==> src/rtl/axis_pkg.sv <==
// Shared definitions for the AXI4-Stream packet generator.
package axis_pkg;

    typedef enum logic [1:0] {
        IDLE   = 2'd0,
        STREAM = 2'd1,
        GAP    = 2'd2,
        DONE   = 2'd3
    } pg_state_e;

    localparam int unsigned STRB_MAX_W = 128;

    function automatic logic [STRB_MAX_W-1:0] AXIS_TSTRB_ALL(
        input int unsigned width
    );
        logic [STRB_MAX_W-1:0] m;
        m = '0;
        for (int unsigned i = 0; i < STRB_MAX_W; i++) begin
            if (i < width) m[i] = 1'b1;
        end
        return m;
    endfunction

endpackage

==> src/rtl/axis_pktgen_ctrl.sv <==
// Packet generator sequencer: FSM plus beat, packet and gap counters.
module axis_pktgen_ctrl
    import axis_pkg::*;
#(
    parameter int LW = 16
) (
    input  logic          clk,
    input  logic          rst,
    input  logic          start,
    input  logic [LW-1:0] cfg_pkt_len,
    input  logic [LW-1:0] cfg_pkt_cnt,
    input  logic [LW-1:0] cfg_gap,
    input  logic          m_valid,
    input  logic          m_ready,
    output logic          load,
    output logic          advance,
    output logic          valid_d,
    output logic          last_d,
    output logic          busy,
    output logic          done
);

    localparam logic [LW-1:0] ONE = 1;

    pg_state_e     state_q, state_d;
    logic [LW-1:0] beat_q, beat_d;
    logic [LW-1:0] pkt_q, pkt_d;
    logic [LW-1:0] gcnt_q, gcnt_d;
    logic [LW-1:0] len_q, len_d;
    logic [LW-1:0] cnt_q, cnt_d;
    logic [LW-1:0] gap_q, gap_d;
    logic          busy_q, done_q;
    logic          hs;

    always_comb begin
        state_d = state_q;
        beat_d  = beat_q;
        pkt_d   = pkt_q;
        gcnt_d  = gcnt_q;
        len_d   = len_q;
        cnt_d   = cnt_q;
        gap_d   = gap_q;
        load    = 1'b0;
        advance = 1'b0;
        valid_d = m_valid;
        hs      = m_valid && m_ready;
        unique case (state_q)
            IDLE: begin
                if (start) begin
                    if (cfg_pkt_len != '0 && cfg_pkt_cnt != '0) begin
                        len_d   = cfg_pkt_len;
                        cnt_d   = cfg_pkt_cnt;
                        gap_d   = cfg_gap;
                        beat_d  = '0;
                        pkt_d   = '0;
                        gcnt_d  = '0;
                        load    = 1'b1;
                        valid_d = 1'b1;
                        state_d = STREAM;
                    end else begin
                        state_d = DONE;
                    end
                end
            end
            STREAM: begin
                if (hs) begin
                    advance = 1'b1;
                    if (beat_q == len_q - ONE) begin
                        beat_d = '0;
                        if (pkt_q == cnt_q - ONE) begin
                            valid_d = 1'b0;
                            state_d = DONE;
                        end else begin
                            pkt_d = pkt_q + ONE;
                            if (gap_q != '0) begin
                                valid_d = 1'b0;
                                gcnt_d  = '0;
                                state_d = GAP;
                            end
                        end
                    end else begin
                        beat_d = beat_q + ONE;
                    end
                end
            end
            GAP: begin
                if (gcnt_q == gap_q - ONE) begin
                    gcnt_d  = '0;
                    valid_d = 1'b1;
                    state_d = STREAM;
                end else begin
                    gcnt_d = gcnt_q + ONE;
                end
            end
            DONE: state_d = IDLE;
            default: state_d = IDLE;
        endcase
        // TLAST follows the beat counter, so it holds through stalls
        last_d = valid_d && (beat_d == len_d - ONE);
    end

    always_ff @(posedge clk or posedge rst) begin
        if (rst) begin
            state_q <= IDLE;
            beat_q  <= '0;
            pkt_q   <= '0;
            gcnt_q  <= '0;
            len_q   <= '0;
            cnt_q   <= '0;
            gap_q   <= '0;
            busy_q  <= 1'b0;
            done_q  <= 1'b0;
        end else begin
            state_q <= state_d;
            beat_q  <= beat_d;
            pkt_q   <= pkt_d;
            gcnt_q  <= gcnt_d;
            len_q   <= len_d;
            cnt_q   <= cnt_d;
            gap_q   <= gap_d;
            busy_q  <= (state_d != IDLE);
            done_q  <= (state_d == DONE);
        end
    end

    assign busy = busy_q;
    assign done = done_q;

endmodule

==> src/rtl/axis_pktgen_master.sv <==
// AXI4-Stream master packet generator with registered outputs.
// AXIS_PKTGEN_STALL_CNT_EN adds a saturating back-pressure cycle counter.
module axis_pktgen_master
    import axis_pkg::*;
#(
    parameter int C_M_AXIS_TDATA_WIDTH = 32,
    parameter int C_LEN_WIDTH          = 16
) (
    input  logic                              M_AXIS_ACLK,
    input  logic                              M_AXIS_ARESET,
    input  logic                              start,
    input  logic [C_M_AXIS_TDATA_WIDTH-1:0]   cfg_seed,
    input  logic [C_LEN_WIDTH-1:0]            cfg_pkt_len,
    input  logic [C_LEN_WIDTH-1:0]            cfg_pkt_cnt,
    input  logic [C_LEN_WIDTH-1:0]            cfg_gap,
    output logic                              M_AXIS_TVALID,
    output logic [C_M_AXIS_TDATA_WIDTH-1:0]   M_AXIS_TDATA,
    output logic [C_M_AXIS_TDATA_WIDTH/8-1:0] M_AXIS_TSTRB,
    output logic                              M_AXIS_TLAST,
    input  logic                              M_AXIS_TREADY,
    output logic                              busy,
    output logic                              done
`ifdef AXIS_PKTGEN_STALL_CNT_EN
    ,
    output logic [31:0]                       stall_cnt
`endif
);

    localparam int STRB_W = C_M_AXIS_TDATA_WIDTH / 8;
    localparam logic [STRB_MAX_W-1:0] STRB_ALL = AXIS_TSTRB_ALL(STRB_W);
    localparam logic [C_M_AXIS_TDATA_WIDTH-1:0] DONE_INC = 1;

    logic                            load, advance, valid_d, last_d;
    logic                            tvalid_q, tlast_q;
    logic [C_M_AXIS_TDATA_WIDTH-1:0] tdata_q, tdata_d;

    axis_pktgen_ctrl #(
        .LW(C_LEN_WIDTH)
    ) u_ctrl (
        .clk         (M_AXIS_ACLK),
        .rst         (M_AXIS_ARESET),
        .start       (start),
        .cfg_pkt_len (cfg_pkt_len),
        .cfg_pkt_cnt (cfg_pkt_cnt),
        .cfg_gap     (cfg_gap),
        .m_valid     (tvalid_q),
        .m_ready     (M_AXIS_TREADY),
        .load        (load),
        .advance     (advance),
        .valid_d     (valid_d),
        .last_d      (last_d),
        .busy        (busy),
        .done        (done)
    );

    always_comb begin
        tdata_d = tdata_q;
        if (load) tdata_d = cfg_seed;
        else if (advance) tdata_d = tdata_q + DONE_INC;
    end

    always_ff @(posedge M_AXIS_ACLK or posedge M_AXIS_ARESET) begin
        if (M_AXIS_ARESET) begin
            tvalid_q <= 1'b0;
            tlast_q  <= 1'b0;
            tdata_q  <= '0;
        end else begin
            tvalid_q <= valid_d;
            tlast_q  <= last_d;
            tdata_q  <= tdata_d;
        end
    end

    assign M_AXIS_TVALID = tvalid_q;
    assign M_AXIS_TLAST  = tlast_q;
    assign M_AXIS_TDATA  = tdata_q;
    assign M_AXIS_TSTRB  = STRB_ALL[STRB_W-1:0];

`ifdef AXIS_PKTGEN_STALL_CNT_EN
    logic [31:0] stall_q, stall_d;

    always_comb begin
        stall_d = stall_q;
        if (load) stall_d = '0;
        else if (tvalid_q && !M_AXIS_TREADY && stall_q != '1)
            stall_d = stall_q + 32'd1;
    end

    always_ff @(posedge M_AXIS_ACLK or posedge M_AXIS_ARESET) begin
        if (M_AXIS_ARESET) stall_q <= '0;
        else stall_q <= stall_d;
    end

    assign stall_cnt = stall_q;
`endif

endmodule

==> config.mk <==
export PLATFORM = sky130hd
export DESIGN_NAME = axis_pktgen_master
export DESIGN_NICKNAME = d
export VERILOG_FILES = /design/src/rtl/axis_pkg.sv /design/src/rtl/axis_pktgen_ctrl.sv /design/src/rtl/axis_pktgen_master.sv
export SDC_FILE = /design/constraint.sdc
export NUM_CORES = 1
export LEC_CHECK = 0
export ABC_AREA = 0
export CORE_UTILIZATION = 51
export DETAILED_ROUTE_END_ITERATION = 7
export GPL_TIMING_DRIVEN = 1
export PLACE_DENSITY = 0.78
export SETUP_SLACK_MARGIN = 0.5
export SYNTH_ARGS = -nofsm -noshare
export SYNTH_HDL_FRONTEND = slang
export SYNTH_HIERARCHICAL = 1
export SYNTH_SLANG_ARGS = --single-unit
==> constraint.sdc <==
create_clock -name M_AXIS_ACLK -period 3.9 [get_ports M_AXIS_ACLK]
set_input_delay 0.585 -clock M_AXIS_ACLK [delete_from_list [all_inputs] [get_ports M_AXIS_ACLK]]
set_output_delay 0.585 -clock M_AXIS_ACLK [all_outputs]
set_load 0.02 [all_outputs]
==> qor.csv <==
stage,metric,value,unit
timing,Max transition margin,57.7,%
floorplan,Row Count,48,
floorplan,starting density of the core,52.9,%
worst_setup_path,critical path endpoint category,register,
worst_setup_path,slowest CP cell,or4_4,
floorplan,die height,137,um
worst_setup_path,critical path startpoint,u_ctrl/len_q[1],
yosys,Compound-Gate Fraction of Synth Area,14.1,%
timing,Worst-Margin Slew,0.632,ns
power_and_ir_drop,switching share of power,28.1,%
cts,CTS Sinks,134,
hold_path,Hold Crit Class,in -> async,
global_routing,number of global-route vias before repair,8549,
power_and_ir_drop,clock network power share,43.5,%
final_layout,Area Growth Syn to Fin,30.8,%
yosys,sequential element share of the synthesized area,36.2,%
yosys,Mapped Area,0.00928,mm^2
routing,initial detailed-routing violation count,743,
worst_setup_path,Critical R2R Launch,u_ctrl/len_q[1],
yosys,"Top FF cell, synth",dfrtp_1,
global_routing,busiest layer in global routing,met2,
yosys,synth top area cells,"dfrtp_1 36%, nand2_1 8.3%, xnor2_1 6.4%",
routing,drt drc,0,
timing,final hold violation count,0,
power_and_ir_drop,worst vdd ir,0.000301,V
timing,Final Cycle Share,98.2,%
global_routing,routing usage on met2,46.7,%
final_layout,fin area,0.0121,mm^2
yosys,post-synthesis simple-gate area fraction,30.7,%
cts,clock buffer depth,2,
worst_setup_path,Worst Setup EP,M_AXIS_TLAST,
run_status,status,"complete, no violations",
cts,TritonCTS Buffers,17,
timing,RSZ-0062 raised after global routing,yes,
cts,CTS tree,built,
routing,Pre-Repair DR Iteration Count,5,
final_layout,# diodes,0,
timing,max-slew violations,0,
timing,final setup violation count,0,
power_and_ir_drop,sequential power share,40.7,%
yosys,Synth cell types,93,
worst_setup_path,critical path class,reg -> reg,
timing,fmax,261,MHz
timing,worst clock skew,0.00983,ns
yosys,"EDFF count, synth",0,
yosys,synth warn,6,
final_layout,Final nets,1374,
placed_design,placed instance area,0.0111,mm^2
yosys,post-synthesis adder-cell area fraction,1.21,%
yosys,asr flop ratio synth,100,%
yosys,multiplexer share of the synthesized area,2.40,%
cts,Skew-Pair Late Insertion Delay,0.43,ns
worst_setup_path,critical path startpoint category,register,
global_routing,met1 usage,40.2,%
routing,Vias/cell,6.05,
final_layout,"most common cell after layout, fill and taps aside",nand2_1,
routing,DRT Wirelength,27400,um
global_routing,first-pass GRT wire length,43200,um
global_routing,Global Route Usage Sum,29.6,%
placed_design,Placed Instances,1469,
global_routing,largest net degree at the start of global routing,57,
placed_design,Detailed Place HPWL,19300,um
yosys,Synth top area share,36.2,%
worst_setup_path,cells on worst reg2reg path,14,
floorplan,Core Region,0.0175,mm^2
global_routing,initial antenna violation count,0,
worst_setup_path,worst reg2reg setup slack,0.07,ns
final_layout,fin cells,1519,
yosys,largest family of logic cells by synthesized area,simple AND/OR/NAND/NOR gates,
yosys,Yosys top cell by area,dfrtp_1,
worst_setup_path,worst path arrival time,4.16,ns
worst_setup_path,Worst EP required,4.23,ns
yosys,Synth Area per Inst,8.29,um^2
routing,"antenna viol nets, final",0,
global_routing,total global routing overflow,0,
floorplan,Die W,137,um
run,maxcap violations,0,
power_and_ir_drop,Pint,2.78,mW
cts,CTS root buf,clkbuf_16,
timing,setup TNS,0,ns
timing,Final Critical Period,3.83,ns
yosys,"flops & latches, synth",134,
worst_setup_path,FF-to-FF End,M_AXIS_TLAST,
yosys,Cells after Synth,1119,
floorplan,# IOs,124,
power_and_ir_drop,Net Switching,1.09,mW
final_layout,layout cells sized above 1,16.2,%
worst_setup_path,crit-path max cell delay,0.51,ns
final_layout,most frequent cells in the layout,"201 x nand2_1, 134 x dfrtp_1, 119 x clkdlybuf4s50_1, 84 x nor2_1, 69 x buf_4",
cts,# H-tree levels,4,
cts,hold-fix buffers at CTS,0,
global_routing,global-route met3 utilization,4.78,%
cts,"Clk pin slew, worst setup/hold paths",0.06,ns
placed_design,IO buf count,119,
power_and_ir_drop,pwr dens,319,mW/mm^2
floorplan,die footprint,0.0187,mm^2
routing,WL per Instance,18.0,um
placed_design,GP Congestion,0.975,
power_and_ir_drop,Pleak,5.10,nW
worst_setup_path,crit path cell chain,inv_4 > ha_4 > or4b_4 > or3_4 > or4_4 > a22oi_2 > and4_4 > buf_8 > buf_6 > a21oi_1 > xnor2_1 > nor4b_2 > o32ai_2 > nor4_4,
routing,via count,9193,
worst_setup_path,largest fanout on the critical path,6,
yosys,Synth Area in XOR/XNOR,10.6,%
power_and_ir_drop,combinational power share,15.8,%
## cell usage after synthesis (all sizes together), types with 7 or more instances
master  count
nor2b      12
buf        20
nor3       29
o31ai      14
xor2       42
a21oi      31
ha          9
clkbuf     43
and3       18
a31oi      18
mux2i      14
or2         8
or3        18
o21ai      51
mux2        7
or4        15
nand3      46
o211ai      7
nand4      33
and4        8
xnor2      68
nand2     206
dfrtp     134
a211oi     12
nor4       30
o311ai      9
nor2       85
inv        38
and2        8
nand2b     11
## worst max-delay path: cells and delay by family (launching register included)
kind / cells / cell delay, ns
AOI/OAI and AO/OA: 3 / 0.45
adders and majority gates: 1 / 0.12
buffers and inverters: 3 / 0.33
xor gates and xnor gates: 1 / 0.30
DFF: 1 / 0.40
and+or+nand+nor: 6 / 2.13
## power by group through the flow
stage	sequential (mW)	clock, mW	combinational (mW)
floorplan	1.59	0	0.314
CTS	1.57	1.69	0.574
detailed placement	1.59	0	0.569
finish	1.58	1.68	0.611
global route	1.59	1.76	0.664
global placement	1.59	0	0.560
## layer usage
layer  up-vias  wire (um)
met2       384      12800
met4         0        856
met5         -          0
met3        76       1860
li1       4303          -
met1      4430      11900
## layout make-up
cell class                      count  area [um^2]
Clock inverter                     14          175
Clock buffer                       18          429
Sequential cell                   134         3350
Timing Repair Buffer              202         1890
Inverter                           39          156
Tap cell                          225          282
Multi-Input combinational cell    887         5850
Fill cell                        1385         5400
## sequential cells by signal (all words and copies together), names as in the netlist, 2 cells and up
signal          flops
M_AXIS_TDATA       32
u_ctrl/beat_q      16
u_ctrl/cnt_q       16
u_ctrl/gap_q       16
u_ctrl/gcnt_q      16
u_ctrl/len_q       16
u_ctrl/pkt_q       16
u_ctrl/state_q      2
## what timing repair did
item | 4_1_cts | 5_1_grt
cloned | 1 | 0
hold endpoints to repair | 0 | 0
buffers inserted | 10 | 7
endpoints found under the setup margin | 31 | 32
resized for setup | 18 | 41
pin swaps | 11 | 42
## metrics by stage
step / hold WS, ns / util (%) / power (mW) / worst slack (ns)
after floorplan: 0.466 / - / 1.91 / 0.154
after global placement: 0.482 / 63.2 / 2.15 / -0.0173
after CTS: 0.425 / 67.6 / 3.84 / 0.238
final: 0.432 / 69.2 / 3.87 / 0.0692
after global routing: 0.439 / 69.2 / 4.01 / -0.0291
after detailed placement: 0.495 / 63.2 / 2.16 / -0.109
## logic make-up (layout without fill, tap and decap cells)
group | Yosys count | count (layout)
and+or+nand+nor | 555 | 555
AOI/OAI and AO/OA | 186 | 187
other | 1 | 4
buffers and inverters | 102 | 273
xor gates and xnor gates | 111 | 111
adders and majority gates | 9 | 9
DFF | 134 | 134
muxes | 21 | 21
## how the worst min path moves through the flow
stage	from	end	slack, ns	cells after the start
final	M_AXIS_ARESET	M_AXIS_TLAST	0.43	2
after global routing	M_AXIS_ARESET	M_AXIS_TVALID	0.44	2
after CTS	M_AXIS_ARESET	M_AXIS_TVALID	0.43	2
after detailed placement	u_ctrl/cnt_q[15]	u_ctrl/cnt_q[15]	0.49	2
after global placement	u_ctrl/cnt_q[15]	u_ctrl/cnt_q[15]	0.48	2
after floorplan	u_ctrl/cnt_q[15]	u_ctrl/cnt_q[15]	0.47	2
Note: power is estimated with default switching activity, not from simulation.
